**config.mk**
```make
export PLATFORM = sky130hd
export DESIGN_NAME = mem_access_unit
export DESIGN_NICKNAME = d
export VERILOG_FILES = /design/src/rtl/mem_pkg.sv /design/src/rtl/mem_timeout_ctr.sv /design/src/rtl/mem_access_unit.sv
export SDC_FILE = /design/constraint.sdc
export NUM_CORES = 1
export LEC_CHECK = 0
export ABC_CLOCK_PERIOD_IN_PS = 5580
export BUFFER_PORTS_ARGS = -buffer_cell sky130_fd_sc_hd__buf_2
export CAP_MARGIN = 20
export CORE_MARGIN = 2
export CORE_UTILIZATION = 51
export DETAILED_ROUTE_END_ITERATION = 8
export PLACE_DENSITY = 0.85
export SLEW_MARGIN = 20
export SYNTH_ARGS = -nofsm -noshare
export SYNTH_HDL_FRONTEND = slang
export SYNTH_HIERARCHICAL = 1
export SYNTH_SLANG_ARGS = --single-unit
```
**constraint.sdc**
```tcl
create_clock -name clk -period 5.58 [get_ports clk]
set_clock_uncertainty 0.05 [all_clocks]
set_input_delay 0.837 -clock clk [delete_from_list [all_inputs] [get_ports clk]]
set_output_delay 0.837 -clock clk [all_outputs]
set_load 0.01 [all_outputs]
```
**src/rtl/mem_pkg.sv**
```systemverilog
// Shared types and constants for the MEM-stage data-memory access controller.
package mem_pkg;

    typedef enum logic [1:0] {
        IDLE = 2'd0,
        WAIT = 2'd1,
        DONE = 2'd2
    } state_t;

    localparam int unsigned TIMEOUT_DEF  = 15;
    localparam logic [31:0] ERR_DATA_DEF = 32'hDEADBEEF;
    localparam logic [1:0]  ALIGN_MASK   = 2'b11;

    function automatic logic is_aligned(input logic [1:0] lsb);
        return (lsb & ALIGN_MASK) == 2'b00;
    endfunction

endpackage

```
**src/rtl/mem_timeout_ctr.sv**
```systemverilog
// 8-bit up-counter with clear/enable and a terminal-count flag at LIMIT-1.
module mem_timeout_ctr #(
    parameter int unsigned LIMIT = 15
) (
    input  logic clk,
    input  logic rst,
    input  logic clr,
    input  logic en,
    output logic tc
);

    localparam logic [7:0] TC_VAL = 8'(LIMIT - 1);

    logic [7:0] count;

    // The owner stops enabling once tc is reached, so the count never wraps.
    always_ff @(posedge clk or posedge rst) begin
        if (rst) begin
            count <= '0;
        end else if (clr) begin
            count <= '0;
        end else if (en) begin
            count <= count + 8'd1;
        end
    end

    assign tc = (count == TC_VAL);

endmodule

```
**src/rtl/mem_access_unit.sv**
```systemverilog
// MEM-stage controller: issues one req/ready memory access per load/store,
// stalls the pipeline while it is outstanding, flags misalignment and timeout.
//
//   state | meaning
//   IDLE  | no access outstanding; an aligned access is accepted here
//   WAIT  | mem_req held high, waiting for mem_ready or the timeout limit
//   DONE  | result registered, stall released for one cycle
module mem_access_unit
    import mem_pkg::*;
#(
    parameter int unsigned          ADDR_W   = 32,
    parameter int unsigned          DATA_W   = 32,
    parameter int unsigned          TIMEOUT  = TIMEOUT_DEF,
    parameter logic [DATA_W-1:0]    ERR_DATA = DATA_W'(ERR_DATA_DEF)
) (
    input  logic              clk,
    input  logic              rst,
    input  logic              MemReadMEM,
    input  logic              MemWriteMEM,
    input  logic [ADDR_W-1:0] AddressMEM,
    input  logic [DATA_W-1:0] WriteDataMEM,
    output logic [DATA_W-1:0] ReadDataMEM,
    output logic              StallMEM,
    output logic              mem_req,
    output logic              mem_we,
    output logic [ADDR_W-1:0] mem_addr,
    output logic [DATA_W-1:0] mem_wdata,
    input  logic              mem_ready,
    input  logic [DATA_W-1:0] mem_rdata,
    output logic              misalign_err,
    output logic              timeout_err
);

    state_t state, state_nxt;
    logic   access, aligned, is_load, accept;
    logic   tc, ctr_clr, ctr_en;

    assign access   = MemReadMEM | MemWriteMEM;
    assign aligned  = is_aligned(AddressMEM[1:0]);
    assign is_load  = MemReadMEM & ~MemWriteMEM;
    assign accept   = (state == IDLE) & access & aligned;
    assign StallMEM = ~rst & (accept | (state == WAIT));

    mem_timeout_ctr #(
        .LIMIT (TIMEOUT)
    ) u_timeout_ctr (
        .clk (clk),
        .rst (rst),
        .clr (ctr_clr),
        .en  (ctr_en),
        .tc  (tc)
    );

    always_ff @(posedge clk or posedge rst) begin
        if (rst) begin
            state <= IDLE;
        end else begin
            state <= state_nxt;
        end
    end

    always_comb begin
        state_nxt = state;
        ctr_clr   = 1'b0;
        ctr_en    = 1'b0;
        case (state)
            IDLE: begin
                if (accept) begin
                    state_nxt = WAIT;
                    ctr_clr   = 1'b1;
                end
            end
            WAIT: begin
                if (mem_ready || tc) begin
                    state_nxt = DONE;
                end else begin
                    ctr_en = 1'b1;
                end
            end
            DONE:    state_nxt = IDLE;
            default: state_nxt = IDLE;
        endcase
    end

    // Request attributes are captured only on accept, so they stay stable while mem_req=1.
    always_ff @(posedge clk or posedge rst) begin
        if (rst) begin
            ReadDataMEM  <= '0;
            mem_req      <= 1'b0;
            mem_we       <= 1'b0;
            mem_addr     <= '0;
            mem_wdata    <= '0;
            misalign_err <= 1'b0;
            timeout_err  <= 1'b0;
        end else begin
            misalign_err <= 1'b0;
            timeout_err  <= 1'b0;
            case (state)
                IDLE: begin
                    if (access) begin
                        if (aligned) begin
                            mem_req   <= 1'b1;
                            mem_we    <= MemWriteMEM;
                            mem_addr  <= AddressMEM & ~ADDR_W'(ALIGN_MASK);
                            mem_wdata <= WriteDataMEM;
                        end else begin
                            misalign_err <= 1'b1;
                            if (is_load) begin
                                ReadDataMEM <= '0;
                            end
                        end
                    end
                end
                WAIT: begin
                    if (mem_ready) begin
                        mem_req <= 1'b0;
                        if (!mem_we) begin
                            ReadDataMEM <= mem_rdata;
                        end
                    end else if (tc) begin
                        mem_req     <= 1'b0;
                        timeout_err <= 1'b1;
                        if (!mem_we) begin
                            ReadDataMEM <= ERR_DATA;
                        end
                    end
                end
                default: ;
            endcase
        end
    end

endmodule

```
Word-level counts from Yosys, hierarchy flattened:

Index checks and enable logic that the tools add are counted.

* bits of input ports: 101
* flip-flop bits (word level): 108
* word-level logic and storage cells: 66

* bitwise gates (word level): 8
* muxes and demuxes: 28
* eq/ne operators: 11
* $add $sub $neg: 1
* reductions and logical operators: 9

Operators by type and width (number)
* 32-bit two-way mux: 7
* 32-bit case mux with 2 select lines: 1
* 8-bit two-way mux: 2
* 1-bit two-way mux: 14
* 2-bit != test, second input constant: 5
* 3-bit != test, second input constant: 3
* 8-bit by 1-bit adder with 8-bit output, second input constant: 1
* 8-bit by 4-bit == test with 1-bit output, second input constant: 1
* 7-bit AND reduction: 1
* 1-bit bitwise AND: 4
* 2-bit zero test: 2
* 2-bit two-way mux: 2
* 2-bit case mux with 2 select lines: 1
* 4-bit AND reduction: 1
* 2-bit nonzero test: 2
* 3-bit AND reduction: 1
* 2-bit by 1-bit == test with 1-bit output, second input constant: 1
* 2-bit by 1-bit != test with 1-bit output, second input constant: 1
* 1-bit inverter: 2
* 1-bit OR: 2
* 1-bit case mux with 2 select lines: 1
* 2-bit AND reduction: 1
* 1-bit logical OR: 1

Depth between registers and ports, before layout:

Gate-level depths: netlist (run 1).

* depth after elaboration: 6
* depth in mapped cells: 9

Cells and area by module:

The synthesis (run 1) kept the hierarchy.

Modules (own cells, without submodules)
* mem_access_unit: cells each 293, instances 1, area an instance 4212.8 um^2
* mem_timeout_ctr: cells each 42, instances 1, area an instance 426.7 um^2

Worst setup path before layout (run 1):

No wires, ideal clock.

* path kind: input to output
* start: input AddressMEM[1]
* end: output StallMEM
* arrival: 1804 ps
* stages: 6
* required time: 4693 ps
* path slack: 2889 ps
* buffers on the path: 2
* cell sequence: nor4_2 > and2b_1 > buf_4 > buf_6 > nor2_1 > nor2_1

* cells in the longest elaborated chain, start to end: 4

RTL lines
* start, declared: line mem_access_unit.sv:20 `input logic [ADDR_W-1:0] AddressMEM,`
* 2-bit zero test: line mem_pkg.sv:15 `return (lsb & ALIGN_MASK) == 2'b00;`
* 1-bit bitwise AND: line mem_access_unit.sv:41 `assign accept = (state == IDLE) & access & aligned;`
* 1-bit OR: line mem_access_unit.sv:42 `assign StallMEM = ~rst & (accept | (state == WAIT));`
* 1-bit bitwise AND: line mem_access_unit.sv:42
* end, declared: line mem_access_unit.sv:23 `output logic StallMEM,`

No other way between the ends.

Worst setup path in the final report (run 1):

Same ends and word-level chain as after synthesis.

==> flow_metrics.env, run 1 <==
export IMPL_run_status="finished clean"
export IMPL_postSynthAreaPerCell_um2=13.8
export IMPL_post_route_cell_area_um2=5840
export IMPL_report_final_hold_viol_count=0
export IMPL_gr_usage_all_layers_pct=20.5
export IMPL_viasPerCell=5.11
export IMPL_hpwl_um=7670
export IMPL_grt_max_degree=57
export IMPL_worst_skew_pair_later_pin_latency_ns=0.35
export IMPL_finish_cell_count_without_fillers=639
export IMPL_synth_largest_area_cell="dfrtp_1"
export IMPL_layout_worst_path_cycle_share_pct=53.0
export IMPL_synth_cells_most_frequent="108 x dfrtp_1, 36 x mux2_1, 30 x mux2_4"
export IMPL_dpl_instance_area_um2=5630
export IMPL_layout_core_utilization_pct=66.6
export IMPL_htree_num_levels=3
export IMPL_cts_post_setup_buffers_inserted=0
export IMPL_path_delay_family="simple AND/OR/NAND/NOR gates"
export IMPL_postSynthCellCount=335
export IMPL_dp_cells=623
export IMPL_layout_drive_gt1_share_pct=53.1
export IMPL_finalMaxSlewViolations=0
export IMPL_number_of_synthesized_flops_with_an_enable_pin=0
export IMPL_syn_std_cell_area_um2=4640
export IMPL_setup_viol_count_final=0
export IMPL_period_needed_ns=2.96
export IMPL_globalRouteOverflowTotal=0
export IMPL_synth_yosys_warnings=6
export IMPL_synth_sequential_area_ratio_pct=58.3
export IMPL_max_vdd_ir_drop_mv=0.179
export IMPL_path_buf_inv=2
export IMPL_cts_root_buf="clkbuf_8"
export IMPL_critical_path_cell_by_cell="buf_2 -> nor4_2 -> and2b_2 -> nor2_1 -> nor2_1 -> buf_2"
export IMPL_synthTopCellsByArea="dfrtp_1 58%, mux2_4 9.7%, mux2_1 8.7%"
export IMPL_dieArea_um2=9880
export IMPL_grt_first_pass_wirelength_um=16100
export IMPL_fillerInstances=642
export IMPL_ctsHoldBuffers=0
export IMPL_dpl_worst_slack_ns=2.55
export IMPL_clock_sinks=108
export IMPL_die_width_um=99.4
export IMPL_drcViolationCount=0
export IMPL_gp_congestion=0.786
export IMPL_setup_worst_path_class="primary input to output pin"
export IMPL_synth_top_cell_area_share_pct=58.3
export IMPL_clk_pin_slew_worst_paths_ns=0.10
export IMPL_core_area_um2=8760
export IMPL_endpoint_kind="output pin"
export IMPL_crit_reg2reg_capture="ReadDataMEM[18]$_DFFE_PP0P_"
export IMPL_antenna_left=0
export IMPL_r2r_start="u_timeout_ctr/count[0]$_DFFE_PP0P_"
export IMPL_clock_tree_buffer_depth=2
export IMPL_critical_path_startpoint_type="primary input"
export IMPL_timing_reg2reg_worst_path_depth=7
export IMPL_worst_path_max_delay_cell="and2b_2"
export IMPL_numCtsBuffers=9
export IMPL_dominant_synthesized_flop_cell="dfrtp_1"
export IMPL_crit_fanout=19
export IMPL_routed_via_count=3264
export IMPL_antenna_found_initial=0
export IMPL_synth_ff_latch_count=108
export IMPL_first_iter_violations=66
export IMPL_leakage_nw=3.17
export IMPL_fmaxAchievable_mhz=338
export IMPL_timing_reg2reg_setup_slack_ns=3.02
export IMPL_setup_repair_after_global_routing_missed_its_margin="false"
export IMPL_synth_cell_types=35
export IMPL_worstMarginPinSlew_ns=1.08
export IMPL_power_density_nw_per_um2=375
export IMPL_drv_cap=0
export IMPL_pin_count=202
export IMPL_antenna_diode_count=0
export IMPL_fin_ws_ns=2.62
export IMPL_relSlewSlack_pct=27.7
export IMPL_cts_tree="yes"
export IMPL_synthMostInstantiatedCell="dfrtp_1"
export IMPL_drtPass1Iterations=4
export IMPL_wl_um=10200
export IMPL_p_total_mw=2.19
export IMPL_grt_pass1_vias=3386
export IMPL_nNetsFinal=630
export IMPL_wire_per_inst_um=15.9
export IMPL_holdWs_ns=0.405
export IMPL_arrival_time_at_the_worst_endpoint_ns=2.07
export IMPL_numPortBuffers=199
export IMPL_ys_async_sr_fraction_pct=100
export IMPL_fin_tns_setup_ns=0
export IMPL_row_count=34
export IMPL_effective_utilization_at_floorplan_pct=52.9
export IMPL_cts_resized=0
export IMPL_crit_path_max_incr_delay_ns=0.49
export IMPL_hold_path_class="primary input to async pin"
export IMPL_die_h_um=99.4
export IMPL_timing_critical_path_required_ns=4.69
export IMPL_areaGrowthSynthToFinish_pct=25.8
-- final cells by class --
| class | instances | area [um2] | share of cell area [%] |
|---|---|---|---|
| sequential | 108 | 2700 | 46.3 |
| timing repair buffer | 202 | 1020 | 17.4 |
| tap | 108 | 135 | 2.32 |
| clock buffer | 10 | 138 | 2.36 |
| inverter | 29 | 111 | 1.91 |
| multi-input combinational | 177 | 1670 | 28.7 |
| clock inverter | 5 | 60.1 | 1.03 |
-- power by group --
part / total [mW] / internal, mW / switching, mW
clock network: 0.473 / 0.220 / 0.253
registers: 1.08 / 0.973 / 0.109
logic: 0.633 / 0.329 / 0.305
-- flip-flops by register name, summed over array words and instances, names as in the netlist --
name and flops:
mem_wdata 32, mem_req 1, mem_we 1, mem_addr 30
state 2, timeout_err 1, ReadDataMEM 32, u_timeout_ctr/count 8
misalign_err 1
-- per-layer routing --
| layer | track usage (%) | vias up | part of all wire [%] |
|---|---|---|---|
| li1 | - | 1522 | - |
| met3 | 4.01 | 19 | 6.3 |
| met2 | 35.4 | 126 | 51 |
| met1 | 25.7 | 1597 | 41 |
| met4 | 7.17 | 0 | 2.0 |
| met5 | 0 | - | 0 |
-- logic make-up (layout without fill, tap and decap cells) --
group           count (synthesis)  count (layout)  synth area share, %
fa+ha+maj                       2               2                0.539
buf+inv                        51             246                 5.80
mux                            94              94                 25.2
compound gates                 36              36                 4.69
xor+xnor                        4               4                0.755
simple gates                   39              39                 4.64
other cells                     1               2               0.0808
flops                         108             108                 58.3
-- worst register-to-register path, cell delays in order, from the launching register on --
cell and delay (ns):
dfrtp_1 0.46, inv_1 0.09, ha_1 0.15, nand4b_1 0.08
nor4_1 0.45, o21ai_2 0.12, o32a_2 0.58, mux2_4 0.47
-- cells in the final DEF (no fill, tap or decap), types with 3 or more instances in the layout --
master    instances
buf_2           199
dfrtp_1         108
mux2_1           36
mux2_4           30
mux2_2           28
inv_1            28
a21oi_1          27
nor2_1           12
clkbuf_8         10
and3_1            8
o21ai_0           4
nand2_1           3
or3_1             3
xor2_1            3
-- worst max path at each step --
stage	slack, ns	depth (start not counted)	to	from
floorplan	2.07	1	ReadDataMEM[0]$_DFFE_PP0P_	rst
global placement	2.64	5	mem_wdata[18]$_DFFE_PP0P_	AddressMEM[1]
detailed placement	2.55	5	mem_addr[12]$_DFFE_PP0P_	AddressMEM[1]
CTS	2.62	6	StallMEM	AddressMEM[1]
global route	2.48	6	StallMEM	AddressMEM[1]
finish	2.62	6	StallMEM	AddressMEM[1]
Power figures use the tool's default switching activity.
==> inputs of run 2 (changes only) <==
--- a/config.mk
+++ b/config.mk
@@ -5,13 +5,13 @@
 export SDC_FILE = /design/constraint.sdc
 export NUM_CORES = 1
 export LEC_CHECK = 0
-export ABC_CLOCK_PERIOD_IN_PS = 5580
+export ABC_CLOCK_PERIOD_IN_PS = 3100
 export BUFFER_PORTS_ARGS = -buffer_cell sky130_fd_sc_hd__buf_2
 export CAP_MARGIN = 20
 export CORE_MARGIN = 2
-export CORE_UTILIZATION = 51
+export CORE_UTILIZATION = 47
 export DETAILED_ROUTE_END_ITERATION = 8
-export PLACE_DENSITY = 0.85
+export PLACE_DENSITY = 0.79
 export SLEW_MARGIN = 20
 export SYNTH_ARGS = -nofsm -noshare
 export SYNTH_HDL_FRONTEND = slang
==> constraint.sdc (replaced) <==
create_clock -name clk -period 3.1 [get_ports clk]
set_clock_uncertainty 0.05 [all_clocks]
set_input_delay 0.465 -clock clk [delete_from_list [all_inputs] [get_ports clk]]
set_output_delay 0.465 -clock clk [all_outputs]
set_load 0.01 [all_outputs]
==> run 2 against run 1 <==
Effect of this change: wire length shrank 2.6%; sequential cell count is the same; worst hold slack lost 0.14 ns; die area grew 8.2%; utilization shrank 5.5 points; via count grew 0.80%; highest routed layer unchanged; critical path type is now flip-flop to flip-flop; setup slack lost 2.1 ns; sequential power grew 80%; cell count grew 4.7%; count of clock-buffer cells in the layout grew 1; combinational power grew 80%.
==> flow_metrics.env, run 2 (synthesized netlist as in run 1, its figures left out) <==
export IMPL_run_status="finished clean"
export IMPL_layout_worst_path_cycle_share_pct=83.1
export IMPL_power_density_nw_per_um2=662
export IMPL_fin_ws_ns=0.524
export IMPL_antenna_found_initial=0
export IMPL_worst_skew_pair_later_pin_latency_ns=0.36
export IMPL_gr_usage_all_layers_pct=18.4
export IMPL_ctsHoldBuffers=1
export IMPL_hpwl_um=7330
export IMPL_finish_cell_count_without_fillers=669
export IMPL_setup_viol_count_final=0
export IMPL_path_buf_inv=1
export IMPL_dpl_worst_slack_ns=0.607
export IMPL_gr_usage_met2_pct=32.1
export IMPL_endpoint_kind="flip-flop"
export IMPL_worstMarginPinSlew_ns=1.07
export IMPL_clock_sinks=108
export IMPL_die_h_um=103
export IMPL_timing_critical_path_required_ns=3.29
export IMPL_leakage_nw=3.19
export IMPL_final_common_cell="buf_2"
export IMPL_period_needed_ns=2.58
export IMPL_htree_num_levels=3
export IMPL_drtPass1Iterations=4
export IMPL_busiest_layer="met2"
export IMPL_worst_path_max_delay_cell="o32a_2"
export IMPL_path_delay_family="compound AO/OA/AOI/OAI gates"
export IMPL_crit_path_max_incr_delay_ns=0.58
export IMPL_core_area_um2=9680
export IMPL_dieArea_um2=10700
export IMPL_wire_per_inst_um=14.8
export IMPL_areaGrowthSynthToFinish_pct=27.5
export IMPL_layout_top_registers="ReadDataMEM x32, mem_wdata x32, mem_addr x30"
export IMPL_fin_tns_setup_ns=0
export IMPL_finalMaxSlewViolations=0
export IMPL_drcViolationCount=0
export IMPL_antenna_left=0
export IMPL_setup_worst_path_class="flip-flop to flip-flop"
export IMPL_cts_resized=0
export IMPL_clock_tree_buffer_depth=2
export IMPL_numPortBuffers=199
export IMPL_drv_cap=0
export IMPL_numCtsBuffers=9
export IMPL_pin_count=202
export IMPL_clk_pin_slew_worst_paths_ns=0.10
export IMPL_grt_max_degree=56
export IMPL_max_vdd_ir_drop_mv=0.313
export IMPL_grt_first_pass_wirelength_um=15300
export IMPL_routed_via_count=3290
export IMPL_cts_post_setup_buffers_inserted=0
export IMPL_crit_fanout=32
export IMPL_setup_repair_after_global_routing_missed_its_margin="false"
export IMPL_nNetsFinal=634
export IMPL_row_count=36
export IMPL_arrival_time_at_the_worst_endpoint_ns=2.76
export IMPL_report_final_hold_viol_count=0
export IMPL_die_width_um=103
export IMPL_relSlewSlack_pct=29.0
export IMPL_viasPerCell=4.92
export IMPL_hold_path_class="primary input to flip-flop"
export IMPL_global_routing_usage_on_met1_pct=22.3
export IMPL_dp_cells=652
export IMPL_effective_utilization_at_floorplan_pct=47.9
export IMPL_critical_path_cell_by_cell="inv_1 -> ha_1 -> nand4b_1 -> nor4_1 -> o21ai_2 -> o32a_2 -> mux2_4"
export IMPL_globalRouteOverflowTotal=0
export IMPL_cts_root_buf="clkbuf_8"
export IMPL_antenna_diode_count=0
export IMPL_met3_global_route_usage_pct=3.36
export IMPL_holdWs_ns=0.267
export IMPL_critical_path_startpoint_type="flip-flop"
export IMPL_first_iter_violations=93
export IMPL_cts_tree="yes"
export IMPL_mostFrequentLayoutCells="199 x buf_2, 108 x dfrtp_1, 36 x mux2_1, 30 x mux2_4"
export IMPL_layout_drive_gt1_share_pct=53.4
export IMPL_gp_congestion=0.795
export IMPL_wl_um=9910
export IMPL_fmaxAchievable_mhz=388
export IMPL_grt_pass1_vias=3267
run 2: path summary, 6_finish.rpt:
path / start / endpoint / slack, ns / depth (start not counted)
min in group asynchronous: rst / ReadDataMEM[9]$_DFFE_PP0P_ / 0.52 / 3
max in group asynchronous: rst / mem_wdata[3]$_DFFE_PP0P_ / 1.57 / 4
worst min-delay path: AddressMEM[14] / mem_addr[14]$_DFFE_PP0P_ / 0.27 / 2
worst min register to register: mem_wdata[1]$_DFFE_PP0P_ / mem_wdata[1]$_DFFE_PP0P_ / 0.44 / 1
worst max register to register: u_timeout_ctr/count[0]$_DFFE_PP0P_ / ReadDataMEM[25]$_DFFE_PP0P_ / 0.52 / 7
worst max-delay path: u_timeout_ctr/count[0]$_DFFE_PP0P_ / ReadDataMEM[25]$_DFFE_PP0P_ / 0.52 / 7
run 2: area by class of cell:
| class | instances | area (um2) |
|---|---|---|
| clock buffer | 11 | 151 |
| clock inverter | 5 | 45.0 |
| fill | 764 | 3770 |
| inverter | 29 | 113 |
| multi-input combinational | 177 | 1670 |
| sequential | 108 | 2700 |
| tap | 133 | 166 |
| timing repair buffer | 206 | 1060 |
run 2: layer usage:
metal  wire [um]  part of all wire, %
met5           0                    0
met4         186                  1.9
met3         661                  6.7
met2        4950                   50
met1        4110                   41
run 2: where the power goes:
| group | switching [mW] | internal, mW | total, mW |
|---|---|---|---|
| Combinational | 0.545 | 0.598 | 1.14 |
| Clock | 0.480 | 0.347 | 0.826 |
| Sequential | 0.193 | 1.75 | 1.94 |
| Total | 1.22 | 2.70 | 3.91 |
run 2: through the flow:
stage / utilization (%) / area [um2] / power (mW)
final: 61.1 / 5910 / 3.91
after global routing: 61.1 / 5910 / 4.16
after CTS: 61.1 / 5910 / 3.97
after detailed placement: 58.9 / 5710 / 3.13
after global placement: 58.9 / 5710 / 3.08
after floorplan: - / 4650 / 2.62
